===== src/rtl/nrf_spi_responder.sv =====
// nRF24L01 SPI responder: emulates the radio's command/register set
// and exposes RX injection and TX drain handshakes to local logic.
module nrf_spi_responder #(
  parameter int PAYLOAD_BYTES = 4
) (
  input  logic                         clk_clk,
  input  logic                         reset_reset_n,
  input  logic                         nrf_ce,
  input  logic                         nrf_csn,
  input  logic                         nrf_sck,
  input  logic                         nrf_mosi,
  output logic                         nrf_miso,
  output logic                         nrf_irq,
  input  logic                         rx_load_valid,
  output logic                         rx_load_ready,
  input  logic [8*PAYLOAD_BYTES-1:0]   rx_load_data,
  output logic                         tx_out_valid,
  input  logic                         tx_out_ready,
  output logic [8*PAYLOAD_BYTES-1:0]   tx_out_data
);

  localparam int PW = PAYLOAD_BYTES;
  localparam int W  = 8 * PAYLOAD_BYTES;
  localparam logic [63:0] RF_RST = 64'h00_0F_02_03_03_03_3F_08;

  typedef enum logic [1:0] {IDLE, CMD, DATA} state_t;

  state_t      state_q, state_d;
  logic [2:0]  csn_q, sck_q;
  logic [1:0]  mosi_q;
  logic [2:0]  bit_cnt;
  logic [5:0]  dcnt;
  logic [6:0]  sin_q;
  logic [7:0]  sout_q, cmd_q;
  logic [7:0]  rf [0:7];
  logic [W-1:0] rx_buf, tx_stage, tx_data;
  logic        rx_full, tx_full, rx_dr, tx_ds, tx_ok, irq_q;

  logic       csn_s, csn_fall, csn_rise, sck_rise, sck_fall;
  logic       byte_done, in_data, end_ok;
  logic [7:0] byte_in, status, reg_rd, rx_byte, next_byte;
  logic       is_rreg, is_wreg, is_rrx, is_wtx;
  logic       wr_fire, tx_cap, rx_rel, tx_commit, tx_flush;
  logic       rx_acc, tx_hs;
  logic [1:0] st_clr;

  assign csn_s    = csn_q[1];
  assign csn_fall = csn_q[2] & ~csn_q[1];
  assign csn_rise = ~csn_q[2] & csn_q[1];
  assign sck_rise = ~sck_q[2] & sck_q[1];
  assign sck_fall = sck_q[2] & ~sck_q[1];
  assign byte_in  = {sin_q, mosi_q[1]};

  assign in_data   = state_q == DATA;
  assign byte_done = sck_rise & ~csn_s
                   & (state_q != IDLE) & (bit_cnt == 3'd7);

  assign is_rreg = cmd_q[7:5] == 3'b000;
  assign is_wreg = cmd_q[7:5] == 3'b001;
  assign is_rrx  = cmd_q == 8'h61;
  assign is_wtx  = cmd_q == 8'hA0;

  assign status = {1'b0, rx_dr, tx_ds, 1'b0,
                   {3{~rx_full}}, tx_full};

  assign end_ok    = csn_rise & in_data;
  assign wr_fire   = byte_done & in_data & is_wreg
                   & (dcnt == 6'd0);
  assign tx_cap    = byte_done & in_data & is_wtx & tx_ok;
  assign rx_rel    = end_ok & ((is_rrx & (dcnt >= 6'(PW)))
                   | (cmd_q == 8'hE2));
  assign tx_commit = end_ok & is_wtx & tx_ok & ~tx_full
                   & (dcnt >= 6'(PW));
  assign tx_flush  = end_ok & (cmd_q == 8'hE1);
  assign rx_acc    = rx_load_valid & ~rx_full;
  assign tx_hs     = tx_out_valid & tx_out_ready;
  assign st_clr    = (wr_fire && cmd_q[4:0] == 5'd7)
                   ? byte_in[6:5] : 2'b00;

  assign nrf_miso      = (state_q != IDLE) & sout_q[7];
  assign nrf_irq       = irq_q;
  assign rx_load_ready = ~rx_full;
  assign tx_out_valid  = tx_full & nrf_ce;
  assign tx_out_data   = tx_data;

  always_comb begin
    reg_rd = 8'h00;
    if (cmd_q[4:3] == 2'b00)
      reg_rd = (cmd_q[2:0] == 3'd7) ? status : rf[cmd_q[2:0]];
    rx_byte = 8'h00;
    for (int i = 0; i < PW; i++)
      if (dcnt == 6'(i)) rx_byte = rx_buf[8*i +: 8];
    next_byte = 8'h00;
    unique case (1'b1)
      is_rreg: next_byte = reg_rd;
      is_rrx:  next_byte = rx_byte;
      default: next_byte = 8'h00;
    endcase
  end

  always_comb begin
    state_d = state_q;
    unique case (state_q)
      IDLE:    if (csn_fall) state_d = CMD;
      CMD:     if (byte_done) state_d = DATA;
      DATA:    state_d = DATA;
      default: state_d = IDLE;
    endcase
    if (csn_s) state_d = IDLE;
  end

  always_ff @(posedge clk_clk or negedge reset_reset_n) begin
    if (!reset_reset_n) begin
      csn_q   <= 3'b111;
      sck_q   <= 3'b000;
      mosi_q  <= 2'b00;
      state_q <= IDLE;
    end else begin
      csn_q   <= {csn_q[1:0], nrf_csn};
      sck_q   <= {sck_q[1:0], nrf_sck};
      mosi_q  <= {mosi_q[0], nrf_mosi};
      state_q <= state_d;
    end
  end

  // Shift engine: in on detected rise, out on detected fall
  always_ff @(posedge clk_clk or negedge reset_reset_n) begin
    if (!reset_reset_n) begin
      bit_cnt <= '0;
      dcnt    <= '0;
      sin_q   <= '0;
      sout_q  <= '0;
      cmd_q   <= '0;
      tx_ok   <= 1'b0;
    end else if (csn_fall) begin
      bit_cnt <= '0;
      dcnt    <= '0;
      sout_q  <= status;
    end else if (state_q != IDLE && !csn_s) begin
      if (sck_rise) begin
        sin_q   <= byte_in[6:0];
        bit_cnt <= bit_cnt + 3'd1;
        if (byte_done) begin
          if (state_q == CMD) begin
            cmd_q <= byte_in;
            tx_ok <= ~tx_full;
            dcnt  <= '0;
          end else if (dcnt != 6'h3F) begin
            dcnt <= dcnt + 6'd1;
          end
        end
      end
      if (sck_fall) begin
        if (bit_cnt == 3'd0 && in_data) sout_q <= next_byte;
        else sout_q <= {sout_q[6:0], 1'b0};
      end
    end
  end

  always_ff @(posedge clk_clk or negedge reset_reset_n) begin
    if (!reset_reset_n) begin
      for (int i = 0; i < 8; i++) rf[i] <= RF_RST[8*i +: 8];
      rx_buf   <= '0;
      tx_stage <= '0;
      tx_data  <= '0;
      rx_full  <= 1'b0;
      tx_full  <= 1'b0;
      rx_dr    <= 1'b0;
      tx_ds    <= 1'b0;
      irq_q    <= 1'b1;
    end else begin
      if (wr_fire && cmd_q[4:3] == 2'b00 && cmd_q[2:0] != 3'd7)
        rf[cmd_q[2:0]] <= byte_in;
      for (int i = 0; i < PW; i++)
        if (tx_cap && dcnt == 6'(i)) tx_stage[8*i +: 8] <= byte_in;
      if (tx_commit) tx_data <= tx_stage;
      if (rx_acc) rx_buf <= rx_load_data;
      // A release and a load in one cycle leave the buffer full
      if (rx_acc) rx_full <= 1'b1;
      else if (rx_rel) rx_full <= 1'b0;
      if (tx_commit) tx_full <= 1'b1;
      else if (tx_hs || tx_flush) tx_full <= 1'b0;
      rx_dr <= (rx_dr & ~st_clr[1]) | rx_acc;
      tx_ds <= (tx_ds & ~st_clr[0]) | tx_hs;
      irq_q <= ~((rx_dr & ~rf[0][6]) | (tx_ds & ~rf[0][5]));
    end
  end

endmodule


===== config.mk =====
export PLATFORM = sky130hd
export DESIGN_NAME = nrf_spi_responder
export DESIGN_NICKNAME = d
export VERILOG_FILES = /design/src/rtl/nrf_spi_responder.sv
export SDC_FILE = /design/constraint.sdc
export NUM_CORES = 1
export LEC_CHECK = 0
export BUFFER_PORTS_ARGS = -buffer_cell sky130_fd_sc_hd__buf_2
export CORE_MARGIN = 2
export CORE_UTILIZATION = 50
export CTS_CLUSTER_SIZE = 16
export DETAILED_ROUTE_END_ITERATION = 8
export PLACE_DENSITY = 0.69
export SLEW_MARGIN = 20
export SYNTH_ARGS = -nofsm -noshare
export SYNTH_HDL_FRONTEND = slang
export SYNTH_SLANG_ARGS = --single-unit

===== constraint.sdc =====
create_clock -name clk_clk -period 7.82 [get_ports clk_clk]
set_clock_uncertainty 0.15 [all_clocks]
set_input_delay 0.782 -clock clk_clk [delete_from_list [all_inputs] [get_ports clk_clk]]
set_output_delay 0.782 -clock clk_clk [all_outputs]
set_load 0.02 [all_outputs]

==> flow_summary.yaml, run 1 <==
placed_design:
  dp.cells: 953
  io_buffers: 75
  gp_congestion: 0.869
  post-place-ws_ps: 4580
  hpwl_um: 13700
  place_area_mm2: 0.00951
layout:
  layout-drive-gt1-share: 0.421
  final_area_mm2: 0.0101
  area_growth_pct: 13.1
  layout.nets: 797
  num_antenna_cells: 0
  fill_cells: 1404
  final_cells: 985
drt:
  vias_per_cell: 5.84
  drt_iter0_drc: 328
  routed_wl_um: 19700
  vias: 5756
  routedWlPerCell_um: 20.0
  drc_errors: 0
  ant_nets: 0
  firstDrtPassIters: 4
synth:
  synth_nets: 733
  synth.distinct_cells: 60
  ys_ff_latch: 200
  yosys_warnings: 0
  yosysTopAreaCellShare: 0.499
  synth_area_leader_cell: "dfrtp_1"
  synth_area_leaders: "dfrtp_1 50%, mux2_2 21%, dfstp_2 6.5%, nand2_1 1.9%, ha_1 1.4%"
  postSynthCellCount: 683
  synthesis.area_mm2: 0.00893
  synthArstFlopShare: 1.00
  syn_area_per_cell_um2: 13.1
  synth_ff_type: "dfrtp_1"
  synth_edf_count: 0
  yosysSeqAreaShare: 0.564
floorplanning:
  die_area_mm2: 0.0189
  start_util: 0.514
  die_h_um: 138
  rows: 48
  core_mm2: 0.0174
  die_w_um: 138
  pin_count: 76
cts:
  h-tree-depth: 4
  cts_resized: 0
  post_cts_buffers: 0
  clock-sinks: 200
  clk_pin_slew_worst_paths_ps: 70
  cts_tree: "done"
  clkLatencyLatePin_ps: 430
  root_buffer: "clkbuf_16"
  cts_inserted_buffers: 17
  cts.path.max_buffers: 2
  ctsHoldBuffers: 0
grt:
  overflow: 0
  antenna_found_initial: 0
  grtUsageTotal: 0.223
  grt_max_degree: 119
  first_global_vias: 5925
  grt_pass1_wl_um: 31900
min_path:
  hold_path.class: "register to register"
power:
  pwr-share-seq: 0.528
  peakVddDrop_v: 0.000175
  p_clk_frac: 0.412
  power_switching_uw: 529
  p_per_area_mw_per_mm2: 205
  intPower_uw: 1540
  p_sw_frac: 0.255
  p_comb_frac: 0.060
  p_leak_uw: 0.00482
setup_path:
  critPathMaxStageDelay_ps: 710
  cpMaxStageDelayCell: "dfrtp_1"
  crit_arrival_ps: 3420
  cp-start-kind: "register"
  endpoint_kind: "register"
  setup.worst_path.class: "register to register"
  crit_fanout: 25
  cp_data_required_time_ps: 7990
  cp_cell_sequence: "nor2_1, nand4b_1, nor3_4, buf_4, mux2_2"
timing:
  max_freq_mhz: 308
  fin_crit_sh: 0.415
  max_slew_margin: 0.403
  worst_slack_ps: 4570
  min_period_ps: 3250
  drv_slew: 0
  worst_pin_slew_ps: 895
  rsz0062_at_grt: "false"
  setup_tns_ps: 0
  setup_viol: 0
  finalHoldViolCount: 0
run_status:
  status: "completed"
flow_run:
  maxCapViolCount: 0
## final cells by class
cell class	instances	area, um^2	share of cell area
timing repair buffer	80	425	0.0421
multi-input combinational	435	3720	0.368
tap	225	282	0.0279
clock buffer	19	453	0.0448
clock inverter	13	138	0.0136
sequential	200	5030	0.498
inverter	13	48.8	0.00483
## critical path: cells and delay by family, from the launching register on
family	cells	cell delay (ps)
AND/OR/NAND/NOR	3	1490
flip-flops	1	710
buffers and inverters	1	390
multiplexers	1	380
## layout by cell type (no fill, tap or decap), drive strengths merged, types with 3 or more instances in the layout
| cell type | instances |
|---|---|
| clkbuf | 20 |
| nand3b | 5 |
| mux2 | 164 |
| dfstp | 22 |
| a221oi | 10 |
| nor3b | 6 |
| inv | 18 |
| a21oi | 13 |
| or4 | 6 |
| and3 | 3 |
| nor2 | 31 |
| nand4 | 5 |
| mux2i | 10 |
| nor3 | 7 |
| mux4 | 4 |
| ha | 10 |
| a22oi | 5 |
| a221o | 3 |
| a211oi | 4 |
| o22ai | 4 |
| or3 | 3 |
| o311ai | 3 |
| nor4 | 7 |
| nand2 | 46 |
| a22o | 4 |
| o21ai | 16 |
| nor2b | 8 |
| buf | 79 |
| or2 | 3 |
| xnor2 | 5 |
| clkinv | 6 |
| nand2b | 7 |
| dfrtp | 178 |
| nand3 | 18 |
| a32oi | 3 |
## layer usage
layer | vias up | part of all wire | track usage
li1 | 2614 | - | -
met1 | 2933 | 0.44 | 0.294
met2 | 174 | 0.48 | 0.370
met3 | 35 | 0.055 | 0.0500
met4 | 0 | 0.019 | 0.0716
met5 | - | 0 | 0
## power groups by stage
stage               registers, uW  clock network (uW)  logic [uW]
floorplan                    1090                   0        81.3
global placement             1110                   0         120
detailed placement           1110                   0         125
CTS                          1090                 872         125
global route                 1100                 917         139
finish                       1090                 853         125
## path summary, 6_finish.rpt
| kind | endpoint | slack [ps] | startpoint | depth (start not counted) |
|---|---|---|---|---|
| setup / recovery | tx_out_data[28] | 4570 | cmd_q[1] | 5 |
| hold / removal | sck_q[1] | 200 | sck_q[0] | 0 |
| setup reg to reg | tx_out_data[28] | 4570 | cmd_q[1] | 5 |
| hold reg to reg | sck_q[1] | 200 | sck_q[0] | 0 |
| max in group asynchronous | sout_q[0] | 5930 | reset_reset_n | 2 |
| min in group asynchronous | sck_q[1] | 340 | reset_reset_n | 1 |
## registers in the layout, summed over array words and instances (netlist names)
| signal | flops |
|---|---|
| cmd_q | 8 |
| sin_q | 7 |
| dcnt | 6 |
| tx_ds | 1 |
| nrf_irq | 1 |
| rx_full | 1 |
| tx_full | 1 |
| state_q | 2 |
| mosi_q | 2 |
| tx_stage | 32 |
| sout_q | 8 |
| tx_out_data | 32 |
| rf | 56 |
| sck_q | 3 |
| rx_buf | 32 |
| tx_ok | 1 |
| csn_q | 3 |
| bit_cnt | 3 |
| rx_dr | 1 |
## synthesized netlist by cell type, types with 4 or more instances
master and count:
a22o_1 4, nor2_1 31, nand3_1 15, mux2_2 163, or4_1 6, a221oi_1 10
o22ai_1 4, nand4_1 5, a21oi_1 13, a22oi_1 5, nor4_4 4, xnor2_1 5
nand3b_1 5, mux2i_1 10, inv_1 13, nor3_1 6, o21ai_0 16, nand2_1 46
mux4_2 4, buf_2 8, dfrtp_1 178, nand2b_1 7, nor2b_1 8, clkbuf_1 24
a211oi_1 4, ha_1 10, dfstp_2 22
## logic make-up after synthesis
group                      count (synthesis)  share of synthesized area
buffers and inverters                     48                     0.0213
muxes                                    178                      0.228
adders and majority gates                 10                     0.0140
xor gates and xnor gates                   5                    0.00490
AOI/OAI and AO/OA                         80                     0.0633
and+or+nand+nor                          162                      0.105
DFF                                      200                      0.564
## per-stage QoR
stage / total power, uW / hold slack [ps] / util
2_1_floorplan: 1170 / 181 / -
3_3_place_gp: 1230 / 190 / 0.547
3_5_place_dp: 1240 / 186 / 0.548
4_1_cts: 2090 / 204 / 0.582
5_1_grt: 2160 / 211 / 0.582
6_report: 2070 / 203 / 0.582
(Power assumes the default switching activity.)
==> run 2: changes to the inputs <==
--- a/config.mk
+++ b/config.mk
@@ -5,6 +5,7 @@
 export SDC_FILE = /design/constraint.sdc
 export NUM_CORES = 1
 export LEC_CHECK = 0
+export ABC_AREA = 1
 export BUFFER_PORTS_ARGS = -buffer_cell sky130_fd_sc_hd__buf_2
 export CORE_MARGIN = 2
 export CORE_UTILIZATION = 50
==> constraint.sdc (replaced) <==
create_clock -name clk_clk -period 3.05 [get_ports clk_clk]
set_clock_uncertainty 0.15 [all_clocks]
set_input_delay 0.305 -clock clk_clk [delete_from_list [all_inputs] [get_ports clk_clk]]
set_output_delay 0.305 -clock clk_clk [all_outputs]
set_load 0.02 [all_outputs]
==> run 2 against run 1 <==
Net effect: critical path depth rose by 4; largest cell class unchanged; die area rose by 2.7%; critical endpoint is now tx_stage[14]; largest power group unchanged; clock power rose to 2.9 times the previous value.
==> flow_summary.yaml, run 2 <==
power:
  intPower_uw: 4540
  p_leak_uw: 0.00520
  pwr-share-seq: 0.442
  power_switching_uw: 1780
  p_comb_frac: 0.162
  p_per_area_mw_per_mm2: 587
  p_clk_frac: 0.396
  finalPower_uw: 6320
  p_sw_frac: 0.282
  peakVddDrop_v: 0.000451
drt:
  vias: 7191
  firstDrtPassIters: 5
  routedWlPerCell_um: 15.2
  drc_errors: 0
  drt_iter0_drc: 492
  ant_nets: 0
  vias_per_cell: 5.14
  routed_wl_um: 21300
grt:
  first_global_vias: 6941
  grt_pass1_wl_um: 36000
  grtUsageTotal: 0.228
  overflow: 0
  grt_max_degree: 79
  antenna_found_initial: 0
min_path:
  hold_path.class: "primary input to register"
cts:
  clock-sinks: 201
  clkLatencyLatePin_ps: 500
  clk_pin_slew_worst_paths_ps: 60
  root_buffer: "clkbuf_16"
  cts_inserted_buffers: 22
  cts.path.max_buffers: 3
  h-tree-depth: 1
  cts_tree: "done"
  cts_resized: 0
layout:
  final_common_cell: "nand2_1"
  fill_cells: 1607
  final_area_mm2: 0.0108
  num_antenna_cells: 0
  layout-drive-gt1-share: 0.162
  final_cell_mix: "312 x nand2_1, 179 x dfrtp_1, 121 x inv_1, 107 x o21ai_0, 74 x buf_2"
  largest_reg_flops: 57
  layout.nets: 1205
  final_cells: 1400
  area_growth_pct: 17.4
  top_register: "rf"
floorplanning:
  die_area_mm2: 0.0195
  die_h_um: 140
  start_util: 0.511
  core_mm2: 0.0180
  rows: 49
  pin_count: 76
  die_w_um: 140
setup_path:
  cp_data_required_time_ps: 3300
  endpoint_kind: "register"
  crit_arrival_ps: 2680
  cp-start-kind: "register"
  setup.worst_path.class: "register to register"
  crit_fanout: 16
timing:
  min_period_ps: 2420
  max_slew_margin: 0.497
  worst_pin_slew_ps: 753
  fin_crit_sh: 0.795
  worst_slack_ps: 626
  rsz0062_at_grt: "false"
  finalHoldViolCount: 0
  setup_viol: 0
  drv_slew: 0
  setup_tns_ps: 0
  max_freq_mhz: 412
synth:
  synth_most_common_cell: "nand2_1"
  synth_nets: 1104
  postSynthCellCount: 1054
  synth_area_leaders: "dfrtp_1 49%, nand2_1 13%, dfstp_2 6.3%, o21ai_0 5.8%, inv_1 4.9%"
  netlist_top_cells_count: "312 x nand2_1, 179 x dfrtp_1, 121 x inv_1, 107 x o21ai_0, 59 x nor2_1"
  synth.distinct_cells: 30
  syn_area_per_cell_um2: 8.71
  yosysTopAreaCellShare: 0.488
  synth_edf_count: 0
  synthesis.area_mm2: 0.00918
  yosys_warnings: 0
  synthArstFlopShare: 1.00
  yosysSeqAreaShare: 0.551
  ys_ff_latch: 201
  synth_area_leader_cell: "dfrtp_1"
  synth_ff_type: "dfrtp_1"
placed_design:
  io_buffers: 75
  post-place-ws_ps: 632
  place_area_mm2: 0.00973
  hpwl_um: 13900
  dp.cells: 1324
  gp_congestion: 0.864
flow_run:
  maxCapViolCount: 0
run_status:
  status: "completed"
==> run 2: cell count changes in the layout (fill, tap and decap cells not counted), sizes merged, moves of 8 or more <==
cell         delta
a21oi          +15
a221oi         -10
clkbuf         +20
dlygate4sd3    +36
inv           +104
mux2          -140
mux2i          -10
nand2         +268
nand3          +27
nand4          +13
nor2           +37
nor2b           -8
o21ai         +139
==> run 2: logic make-up after synthesis <==
logic type,synth area share
AND/OR/NAND/NOR,0.220
flip-flops,0.551
AO/OA/AOI/OAI,0.111
buffers and inverters,0.0754
multiplexers,0.0294
adder cells (fa/ha/maj),0.0136
==> run 2: timing repair <==
action,in CTS,in global routing
setup buffers,0,0
endpoints found under the hold margin,108,0
hold buffers,36,0
==> run 2: worst paths after layout <==
kind,start,endpoint,slack (ps),depth (start not counted)
setup / recovery,state_q[0],tx_stage[14],630,9
hold / removal,tx_out_ready,tx_ds,30,3
setup reg to reg,state_q[0],tx_stage[14],630,9
hold reg to reg,sck_q[0],sck_q[1],200,0
max in group asynchronous,reset_reset_n,tx_out_data[29],1570,4
min in group asynchronous,reset_reset_n,tx_out_data[13],230,2
==> run 2: cell type report <==
cell class              count  area (um^2)  area share
inverters                 122          458      0.0425
clock inverters             1         5.00    0.000465
clock buffers              39          676      0.0627
multi-input cells         685         3430       0.318
flip-flops and latches    201         5060       0.469
well taps                 229          287      0.0266
repair buffers            123          860      0.0798
==> run 2: layer usage <==
metal  global-route usage  part of all wire  wire (um)
met5                    0                 0          0
met4               0.0627             0.024        518
met3               0.0337             0.050       1060
met2                0.359              0.46       9780
met1                0.333              0.47       9940
==> run 2: power groups by stage <==
stage               clock [uW]  sequential (uW)  combinational [uW]
finish                    2500             2790                1030
global placement             0             2830                 967
global route              2670             2800                1140
detailed placement           0             2840                 981
floorplan                    0             2830                 663
CTS                       2540             2790                1020
==> run 2: critical path, cell delays in order (launching register included) <==
cell	delay [ps]
dfrtp_1	350
inv_1	70
ha_1	230
nor2_1	170
nand3_1	150
inv_2	100
nand2_1	150
inv_1	210
nand3_1	410
o21ai_0	320
==> run 2: metrics by stage <==
stage	hold WS (ps)	utilization
6_report	27.1	0.600
3_3_place_gp	183	0.542
2_1_floorplan	-141	-
3_5_place_dp	197	0.542
5_1_grt	26.1	0.600
4_1_cts	2.30	0.600
==> run 3: changes to the inputs <==
--- a/config.mk
+++ b/config.mk
@@ -5,7 +5,7 @@
 export SDC_FILE = /design/constraint.sdc
 export NUM_CORES = 1
 export LEC_CHECK = 0
-export ABC_AREA = 1
+export ABC_AREA = 0
 export BUFFER_PORTS_ARGS = -buffer_cell sky130_fd_sc_hd__buf_2
 export CORE_MARGIN = 2
 export CORE_UTILIZATION = 50
==> constraint.sdc (replaced) <==
create_clock -name clk_clk -period 2.5 [get_ports clk_clk]
set_clock_uncertainty 0.15 [all_clocks]
set_input_delay 0.25 -clock clk_clk [delete_from_list [all_inputs] [get_ports clk_clk]]
set_output_delay 0.25 -clock clk_clk [all_outputs]
set_load 0.02 [all_outputs]
==> run 3 against run 2 <==
Net effect: routed wire length rose by 2.0%; final cell count is 23% lower; flip-flop and latch count shrank 1; register-to-register slack worse by 630 ps; critical path depth unchanged.
==> flow_summary.yaml, run 3 (synthesis results as in run 1) <==
timing:
  setup_viol: 0
  finalHoldViolCount: 0
  min_period_ps: 2500
  worst_pin_slew_ps: 717
  worst_slack_ps: 0.0875
  fin_crit_sh: 1.00
  max_freq_mhz: 400
  rsz0062_at_grt: "true"
  max_slew_margin: 0.522
  drv_slew: 0
floorplanning:
  die_h_um: 138
  start_util: 0.514
  rows: 48
  die_area_mm2: 0.0189
  die_w_um: 138
  pin_count: 76
  core_mm2: 0.0174
flow_run:
  maxCapViolCount: 0
setup_path:
  crit_fanout: 8
  setup.worst_path.class: "register to register"
  cp_data_required_time_ps: 2670
  cp-start-kind: "register"
  endpoint_kind: "register"
  startpoint: "state_q[1]"
  crit_arrival_ps: 2670
  rr_startpoint: "state_q[1]"
layout:
  final_core_util: 0.641
  final_cells: 1075
  fill_cells: 1282
  final_common_cell: "dfrtp_1"
  area_growth_pct: 24.5
  num_antenna_cells: 0
  final_cell_mix: "178 x dfrtp_1, 148 x mux2_2, 74 x buf_2, 46 x buf_4, 45 x nand2_1"
  largest_reg_flops: 56
  top_register: "rf"
  layout.nets: 888
  layout-drive-gt1-share: 0.451
min_path:
  hp-start: "nrf_ce"
  hold_path.class: "primary input to register"
placed_design:
  io_buffers: 75
  hpwl_um: 14600
  gp_congestion: 0.900
  dp.cells: 1002
  post-place-ws_ps: -102
drt:
  vias: 6155
  drt_iter0_drc: 400
  firstDrtPassIters: 5
  vias_per_cell: 5.73
  routedWlPerCell_um: 20.2
  routed_wl_um: 21700
  drc_errors: 0
  ant_nets: 0
power:
  peakVddDrop_v: 0.000599
  p_per_area_mw_per_mm2: 612
  p_leak_uw: 0.00530
  finalPower_uw: 6800
cts:
  root_buffer: "clkbuf_16"
  clock-sinks: 200
  cts_inserted_buffers: 17
  cts.path.max_buffers: 2
  clkLatencyLatePin_ps: 440
  clk_pin_slew_worst_paths_ps: 70
  h-tree-depth: 4
  cts_tree: "done"
grt:
  grt_pass1_wl_um: 34700
  first_global_vias: 6467
  overflow: 0
  antenna_found_initial: 0
  grtUsageTotal: 0.244
  grt_max_degree: 61
run_status:
  status: "completed"
## run 3: changes by cell type in the layout (fill, tap and decap cells not counted), sizes merged, moves of 22 or more
cell / before / now
nand2: 314 / 46
mux2: 24 / 164
o21ai: 155 / 16
inv: 122 / 19
buf: 86 / 133
nor2: 68 / 31
nand3: 45 / 18
clkbuf: 40 / 18
## run 3: power breakdown
part	leakage (uW)	internal (uW)	total, uW	switching (uW)
clock network	0.000293	1520	2830	1310
registers	0.00265	3300	3430	124
logic	0.00235	258	544	287
total	0.00530	5080	6800	1720
## run 3: timing repair
action                                  in CTS  in global routing
buffers inserted                             2                  3
resized for setup                           16                 15
endpoints found under the hold margin       88                  0
hold buffers                                37                  0
pin swaps                                    6                  2
endpoints found under the setup margin      61                105
## run 3: cell type report
| cell class | count | area, um^2 | share of cell area |
|---|---|---|---|
| well taps | 225 | 282 | 0.0253 |
| flip-flops and latches | 200 | 5030 | 0.453 |
| multi-input cells | 435 | 3830 | 0.344 |
| clock inverters | 14 | 184 | 0.0165 |
| clock buffers | 17 | 425 | 0.0383 |
| repair buffers | 171 | 1320 | 0.118 |
| inverters | 13 | 48.8 | 0.00439 |
## run 3: worst paths after layout
path | to | slack [ps] | cells past startpoint
setup / recovery | rf[47] | 0.09 | 9
hold / removal | tx_full | 50 | 4
setup reg to reg | rf[47] | 0.09 | 9
hold reg to reg | mosi_q[1] | 210 | 0
max in group asynchronous | rf[25] | 1200 | 3
min in group asynchronous | dcnt[4] | 210 | 2
## run 3: through the flow
stage / cell area [um^2] / setup TNS, ps / hold slack (ps)
after floorplan: 8940 / -671 / -196
after global placement: 9970 / 0 / 116
after detailed placement: 9970 / -2050 / 125
after CTS: 11000 / -648 / 14.7
after global routing: 11100 / -1430 / 63.5
final: 11100 / 0 / 46.1
## run 3: worst max-delay path: stages, from the launching register on
cell and delay (ps):
dfrtp_1 380, inv_2 70, ha_4 160, or3b_4 390, nor4_4 200, nand3_2 180
buf_6 170, nor3b_4 180, buf_6 180, mux2_4 320
## run 3: routing by layer
layer / wire length [um] / up-vias / track usage
met5: 0 / - / 0
met4: 606 / 0 / 0.0865
met3: 1160 / 40 / 0.0438
met2: 10500 / 204 / 0.408
met1: 9510 / 3136 / 0.320
li1: - / 2775 / -
